## config.mk

```make
export PLATFORM = sky130hd
export DESIGN_NAME = morse_playback_ctrl
export DESIGN_NICKNAME = d
export VERILOG_FILES = /design/src/rtl/morse_pkg.sv /design/src/rtl/morse_unit_timer.sv /design/src/rtl/morse_playback_ctrl.sv
export SDC_FILE = /design/constraint.sdc
export NUM_CORES = 1
export LEC_CHECK = 0
export ABC_AREA = 1
export CORE_ASPECT_RATIO = 1.5
export CORE_MARGIN = 5
export CORE_UTILIZATION = 58
export DETAILED_ROUTE_END_ITERATION = 16
export HOLD_SLACK_MARGIN = 0.15
export PLACE_DENSITY = 0.89
export SETUP_SLACK_MARGIN = 0.05
export SYNTH_ARGS = -nofsm -noshare
export SYNTH_HDL_FRONTEND = slang
export SYNTH_SLANG_ARGS = --single-unit
```

## constraint.sdc

```tcl
create_clock -name clk -period 3.1 [get_ports clk]
set_clock_uncertainty 0.2 [all_clocks]
set_input_delay 0.31 -clock clk [delete_from_list [all_inputs] [get_ports clk]]
set_output_delay 0.31 -clock clk [all_outputs]
set_load 0.1 [all_outputs]
```

## src/rtl/morse_pkg.sv

```systemverilog
// Shared types and constants for the Morse playback controller and its unit timer.
package morse_pkg;

    typedef enum logic [2:0] {
        IDLE,
        SEL,
        CHECK,
        MARK,
        SPACE,
        GAP,
        DONE
    } state_t;

    localparam logic [4:0] CODE_NONE   = 5'b10101;
    localparam logic [1:0] DOT_UNITS   = 2'd1;
    localparam logic [1:0] DASH_UNITS  = 2'd3;
    localparam logic [1:0] SPACE_UNITS = 2'd1;
    localparam logic [1:0] GAP_UNITS   = 2'd3;

    // Code bit 0 is a dot, 1 is a dash.
    function automatic logic [1:0] mark_units(input logic code_bit);
        return code_bit ? DASH_UNITS : DOT_UNITS;
    endfunction

endpackage

```

## src/rtl/morse_unit_timer.sv

```systemverilog
// Loadable down-counter measuring a whole number of Morse units; expire is high
// in the last cycle of the loaded interval so the owner can reload on the same edge.
module morse_unit_timer #(
    parameter int UNIT_CYCLES = 12_500_000
) (
    input  logic       clk,
    input  logic       rst,
    input  logic       clear,
    input  logic       load,
    input  logic [1:0] units,
    output logic       expire
);

    localparam int CW = $clog2(3 * UNIT_CYCLES);

    logic [CW-1:0] count_reg;
    logic          active_reg;
    logic [CW-1:0] load_value;

    // Loading N-1 makes an interval last exactly units*UNIT_CYCLES cycles.
    assign load_value = CW'(32'(units) * 32'(UNIT_CYCLES) - 32'd1);

    always_ff @(posedge clk or posedge rst) begin
        if (rst) begin
            count_reg  <= '0;
            active_reg <= 1'b0;
        end else if (clear) begin
            count_reg  <= '0;
            active_reg <= 1'b0;
        end else if (load) begin
            count_reg  <= load_value;
            active_reg <= 1'b1;
        end else if (active_reg) begin
            if (count_reg == '0) begin
                active_reg <= 1'b0;
            end else begin
                count_reg <= count_reg - 1'b1;
            end
        end
    end

    assign expire = active_reg && (count_reg == '0);

endmodule

```

## src/rtl/morse_playback_ctrl.sv

```systemverilog
// Scans display digits through an external encoder and keys each digit's Morse
// code onto tone, with unit-accurate mark, space and inter-digit gap timing.
module morse_playback_ctrl
    import morse_pkg::*;
#(
    parameter int UNIT_CYCLES = 12_500_000,
    parameter int NUM_DIGITS  = 8
) (
    input  logic       clk,
    input  logic       rst,
    input  logic       start,
    input  logic       abort,
    input  logic [7:0] digit_mask,
    input  logic [4:0] code_in,
    output logic [7:0] sel,
    output logic       tone,
    output logic       busy,
    output logic       done,
    output logic [2:0] digit_idx
);

    localparam logic [2:0] LAST_IDX = 3'(NUM_DIGITS - 1);

    state_t     state_reg, state_next;
    logic [2:0] digit_idx_reg, digit_idx_next;
    logic [2:0] bit_idx_reg, bit_idx_next;
    logic [4:0] code_reg, code_next;
    logic       sel_phase_reg, sel_phase_next;
    logic [7:0] sel_reg, sel_next;
    logic       tone_reg, tone_next;
    logic       busy_reg, busy_next;
    logic       done_reg, done_next;

    logic       timer_load;
    logic [1:0] timer_units;
    logic       timer_expire;
    logic       at_last;

    morse_unit_timer #(
        .UNIT_CYCLES(UNIT_CYCLES)
    ) u_timer (
        .clk   (clk),
        .rst   (rst),
        .clear (abort),
        .load  (timer_load),
        .units (timer_units),
        .expire(timer_expire)
    );

    assign at_last = (digit_idx_reg == LAST_IDX);

    always_comb begin
        state_next     = state_reg;
        digit_idx_next = digit_idx_reg;
        bit_idx_next   = bit_idx_reg;
        code_next      = code_reg;
        sel_phase_next = 1'b0;
        timer_load     = 1'b0;
        timer_units    = 2'd0;

        case (state_reg)
            IDLE: begin
                if (start) begin
                    digit_idx_next = 3'd0;
                    state_next     = SEL;
                end
            end
            SEL: begin
                // Two select cycles give the encoder one cycle of registered latency.
                if (!sel_phase_reg) begin
                    sel_phase_next = 1'b1;
                end else begin
                    code_next  = code_in;
                    state_next = CHECK;
                end
            end
            CHECK: begin
                if (!digit_mask[digit_idx_reg] || code_reg == CODE_NONE) begin
                    if (at_last) begin
                        state_next = DONE;
                    end else begin
                        digit_idx_next = digit_idx_reg + 3'd1;
                        state_next     = SEL;
                    end
                end else begin
                    bit_idx_next = 3'd4;
                    state_next   = MARK;
                    timer_load   = 1'b1;
                    timer_units  = mark_units(code_reg[4]);
                end
            end
            MARK: begin
                if (timer_expire) begin
                    if (bit_idx_reg != 3'd0) begin
                        bit_idx_next = bit_idx_reg - 3'd1;
                        state_next   = SPACE;
                        timer_load   = 1'b1;
                        timer_units  = SPACE_UNITS;
                    end else if (!at_last) begin
                        state_next  = GAP;
                        timer_load  = 1'b1;
                        timer_units = GAP_UNITS;
                    end else begin
                        state_next = DONE;
                    end
                end
            end
            SPACE: begin
                if (timer_expire) begin
                    state_next  = MARK;
                    timer_load  = 1'b1;
                    timer_units = mark_units(code_reg[bit_idx_reg]);
                end
            end
            GAP: begin
                if (timer_expire) begin
                    if (at_last) begin
                        state_next = DONE;
                    end else begin
                        digit_idx_next = digit_idx_reg + 3'd1;
                        state_next     = SEL;
                    end
                end
            end
            DONE: begin
                state_next = IDLE;
            end
            default: begin
                state_next = IDLE;
            end
        endcase

        if (abort) begin
            state_next     = IDLE;
            sel_phase_next = 1'b0;
            timer_load     = 1'b0;
        end

        // Outputs are decoded from the next state so they register alongside it.
        sel_next  = (state_next == SEL) ? (8'd1 << digit_idx_next) : 8'd0;
        tone_next = (state_next == MARK);
        busy_next = (state_next != IDLE);
        done_next = (state_next == DONE);
    end

    always_ff @(posedge clk or posedge rst) begin
        if (rst) begin
            state_reg     <= IDLE;
            digit_idx_reg <= 3'd0;
            bit_idx_reg   <= 3'd0;
            code_reg      <= CODE_NONE;
            sel_phase_reg <= 1'b0;
            sel_reg       <= 8'd0;
            tone_reg      <= 1'b0;
            busy_reg      <= 1'b0;
            done_reg      <= 1'b0;
        end else begin
            state_reg     <= state_next;
            digit_idx_reg <= digit_idx_next;
            bit_idx_reg   <= bit_idx_next;
            code_reg      <= code_next;
            sel_phase_reg <= sel_phase_next;
            sel_reg       <= sel_next;
            tone_reg      <= tone_next;
            busy_reg      <= busy_next;
            done_reg      <= done_next;
        end
    end

    assign sel       = sel_reg;
    assign tone      = tone_reg;
    assign busy      = busy_reg;
    assign done      = done_reg;
    assign digit_idx = digit_idx_reg;

endmodule

```

==> reports/metrics.csv <==
metric,value,unit
syn_nets,523,
h-tree-depth,2,
place.gp.congestion,0.957,
synth_top_cell_by_area,dfrtp_1,
slew_headroom,0.403,
arrival,2.69,ns
syn-cell-area,3520,µm²
crit_required,3.11,ns
grt_max_degree,44,
cts_resized,0,
status,completed,
critPathLaunch,u_timer.count_reg[15]$_DFFE_PP0P_,
fill_cells,503,
path_clk_slew,0.10,ns
hold_class,reg2reg,
total_power,3200,µW
finalHoldViolations,0,
slew_violations,0,
crit_chain,nor2_1 > nand2_1 > nor2_2 > nand2_2 > nor2_8 > nand3_2 > inv_1 > nand2_1 > o211ai_1 > inv_1 > ha_1 > or2_2 > nor2_1 > nor2_1 > nand2_1 > nand2_1,
ios,31,
core,5870,µm²
insertedDiodeCount,0,
clock-sinks,53,
postCtsSetupBuffers,0,
r2r-start,u_timer.count_reg[15]$_DFFE_PP0P_,
cts_hold_buf,0,
yosysUniqueCellTypes,35,
ys.flop_type,dfrtp_1,
regArea,1330,µm²
critPathMaxStageDelay,0.44,ns
worst_slack,0.422,ns
route.detailed.drc,0,
dp_hpwl,6310,µm
synth.top_cells.by_count,"155 x nand2_1, 65 x inv_1, 62 x nor2_1, 50 x dfrtp_1, 44 x nand3_1",
first_iter_violations,171,
rsz0062_at_grt,false,
cp_slowest_cell,dfrtp_1,
nets,557,
clock_latency,0.31,ns
vias,3232,
netlist_instances,496,
peakVddDrop,0.000378,V
ant_nets,0,
cts.root.buffer_cell,clkbuf_8,
ys_seq_elements,53,
largest_reg_flops,26,
viasPerCell,5.36,
critPathMaxFanout,7,
fin_crit_sh,0.864,
power_leakage,0.00219,µW
pre_cts_ws,0.381,ns
yosysMostFrequentCell,nand2_1,
synth_top_area_share,0.355,
grt_use_total,0.226,
cp-start-kind,flip-flop,
fmax,0.373,GHz
async_flop_share,1.00,
powerDensity,811,nW/µm²
drive_gt1_frac,0.126,
fin_crit,2.68,ns
dr.pass1.iters,5,
finalSetupTns,0,ns
multi_input_area,1860,µm²
grt_pass1_vias,3310,
yosysWarnings,0,
grt-ovfl-total,0,
antenna_found_initial,0,
finalSetupViolCount,0,
synth_edf_count,0,
die_y,105,µm
drt_wl_total,8220,µm
drt-wirelength-per-cell,13.6,µm
area_growth,12.1,%
crit_top_cell,nand2_1,
drv_cap,0,
ys_top_cells_by_area,"dfrtp_1 36%, nand2_1 17%, inv_1 6.9%",
min_from,sel_phase_reg$_DFF_PP0_,
numCtsBuffers,5,
die_w,73.6,µm
ys_seq_area_frac,0.378,
portBuffers,30,
tightest_slew,0.895,ns
rows,34,
grt_pass1_wl,14200,µm
end_kind,flip-flop,
start_util,0.600,
crit_type,reg2reg,
cts_tree,done,
dieArea,7760,µm²
avgSynthCellArea,7.10,µm²
cts.path.max_buffers,2,
-- cells in the final DEF, fill, tap and decap left out, types with 9 or more instances in the layout --
cell type,instances
xor2_1,10
nand3_1,44
inv_1,64
nor2_1,62
dfrtp_1,49
nand2_1,155
clkdlybuf4s50_1,16
buf_4,17
o21ai_1,9
ha_1,10
o21ai_0,11
-- final timing paths --
kind | end | slack (ns) | depth (start not counted)
max | u_timer.count_reg[22]$_DFFE_PP0P_ | 0.42 | 16
min | sel_phase_reg$_DFF_PP0_ | 0.27 | 1
max reg2reg | u_timer.count_reg[22]$_DFFE_PP0P_ | 0.42 | 16
min reg2reg | sel_phase_reg$_DFF_PP0_ | 0.27 | 1
max in group asynchronous | u_timer.count_reg[14]$_DFFE_PP0P_ | 1.76 | 3
min in group asynchronous | sel[0]$_DFF_PP0_ | 0.30 | 2
-- where the power goes --
part           internal (µW)  leakage, µW  switching (µW)
clock network            243    0.0000554             236
registers                888     0.000705             199
logic                    592      0.00143            1040
total                   1720      0.00219            1480
-- layout make-up --
| cell class | count | share of cell area |
|---|---|---|
| Timing Repair Buffer | 33 | 0.0729 |
| Sequential cell | 53 | 0.337 |
| Inverter | 70 | 0.0672 |
| Tap cell | 72 | 0.0228 |
| Clock inverter | 2 | 0.00983 |
| Clock buffer | 6 | 0.0184 |
| Multi-Input combinational cell | 367 | 0.471 |
-- through the flow --
step / area, µm² / util / hold slack, ns / std cells
floorplan: 3520 / - / 0.182 / 496
global placement: 3830 / 0.653 / 0.247 / 595
detailed placement: 3830 / 0.653 / 0.249 / 595
CTS: 3950 / 0.672 / 0.272 / 603
global route: 3950 / 0.672 / 0.302 / 603
finish: 3950 / 0.672 / 0.274 / 603
-- layer usage --
metal	wire [µm]	global-route usage
met3	298	0.0314
met1	2970	0.231
met2	4540	0.419
met5	0	0
met4	409	0.126
-- critical path, delay by kind of cell (launching register included) --
family / cells / cell delay, ns
flops: 1 / 0.44
buf+inv: 2 / 0.20
simple gates: 12 / 1.40
compound gates: 1 / 0.13
fa+ha+maj: 1 / 0.20
-- cells by family after synthesis --
group / count (synthesis) / synth area share
AOI/OAI and AO/OA: 34 / 0.0519
xor gates and xnor gates: 12 / 0.0299
adders and majority gates: 10 / 0.0355
buffers and inverters: 76 / 0.0938
DFF: 53 / 0.378
muxes: 3 / 0.00960
and+or+nand+nor: 308 / 0.401
No activity file was read; power rests on OpenSTA's default activity.
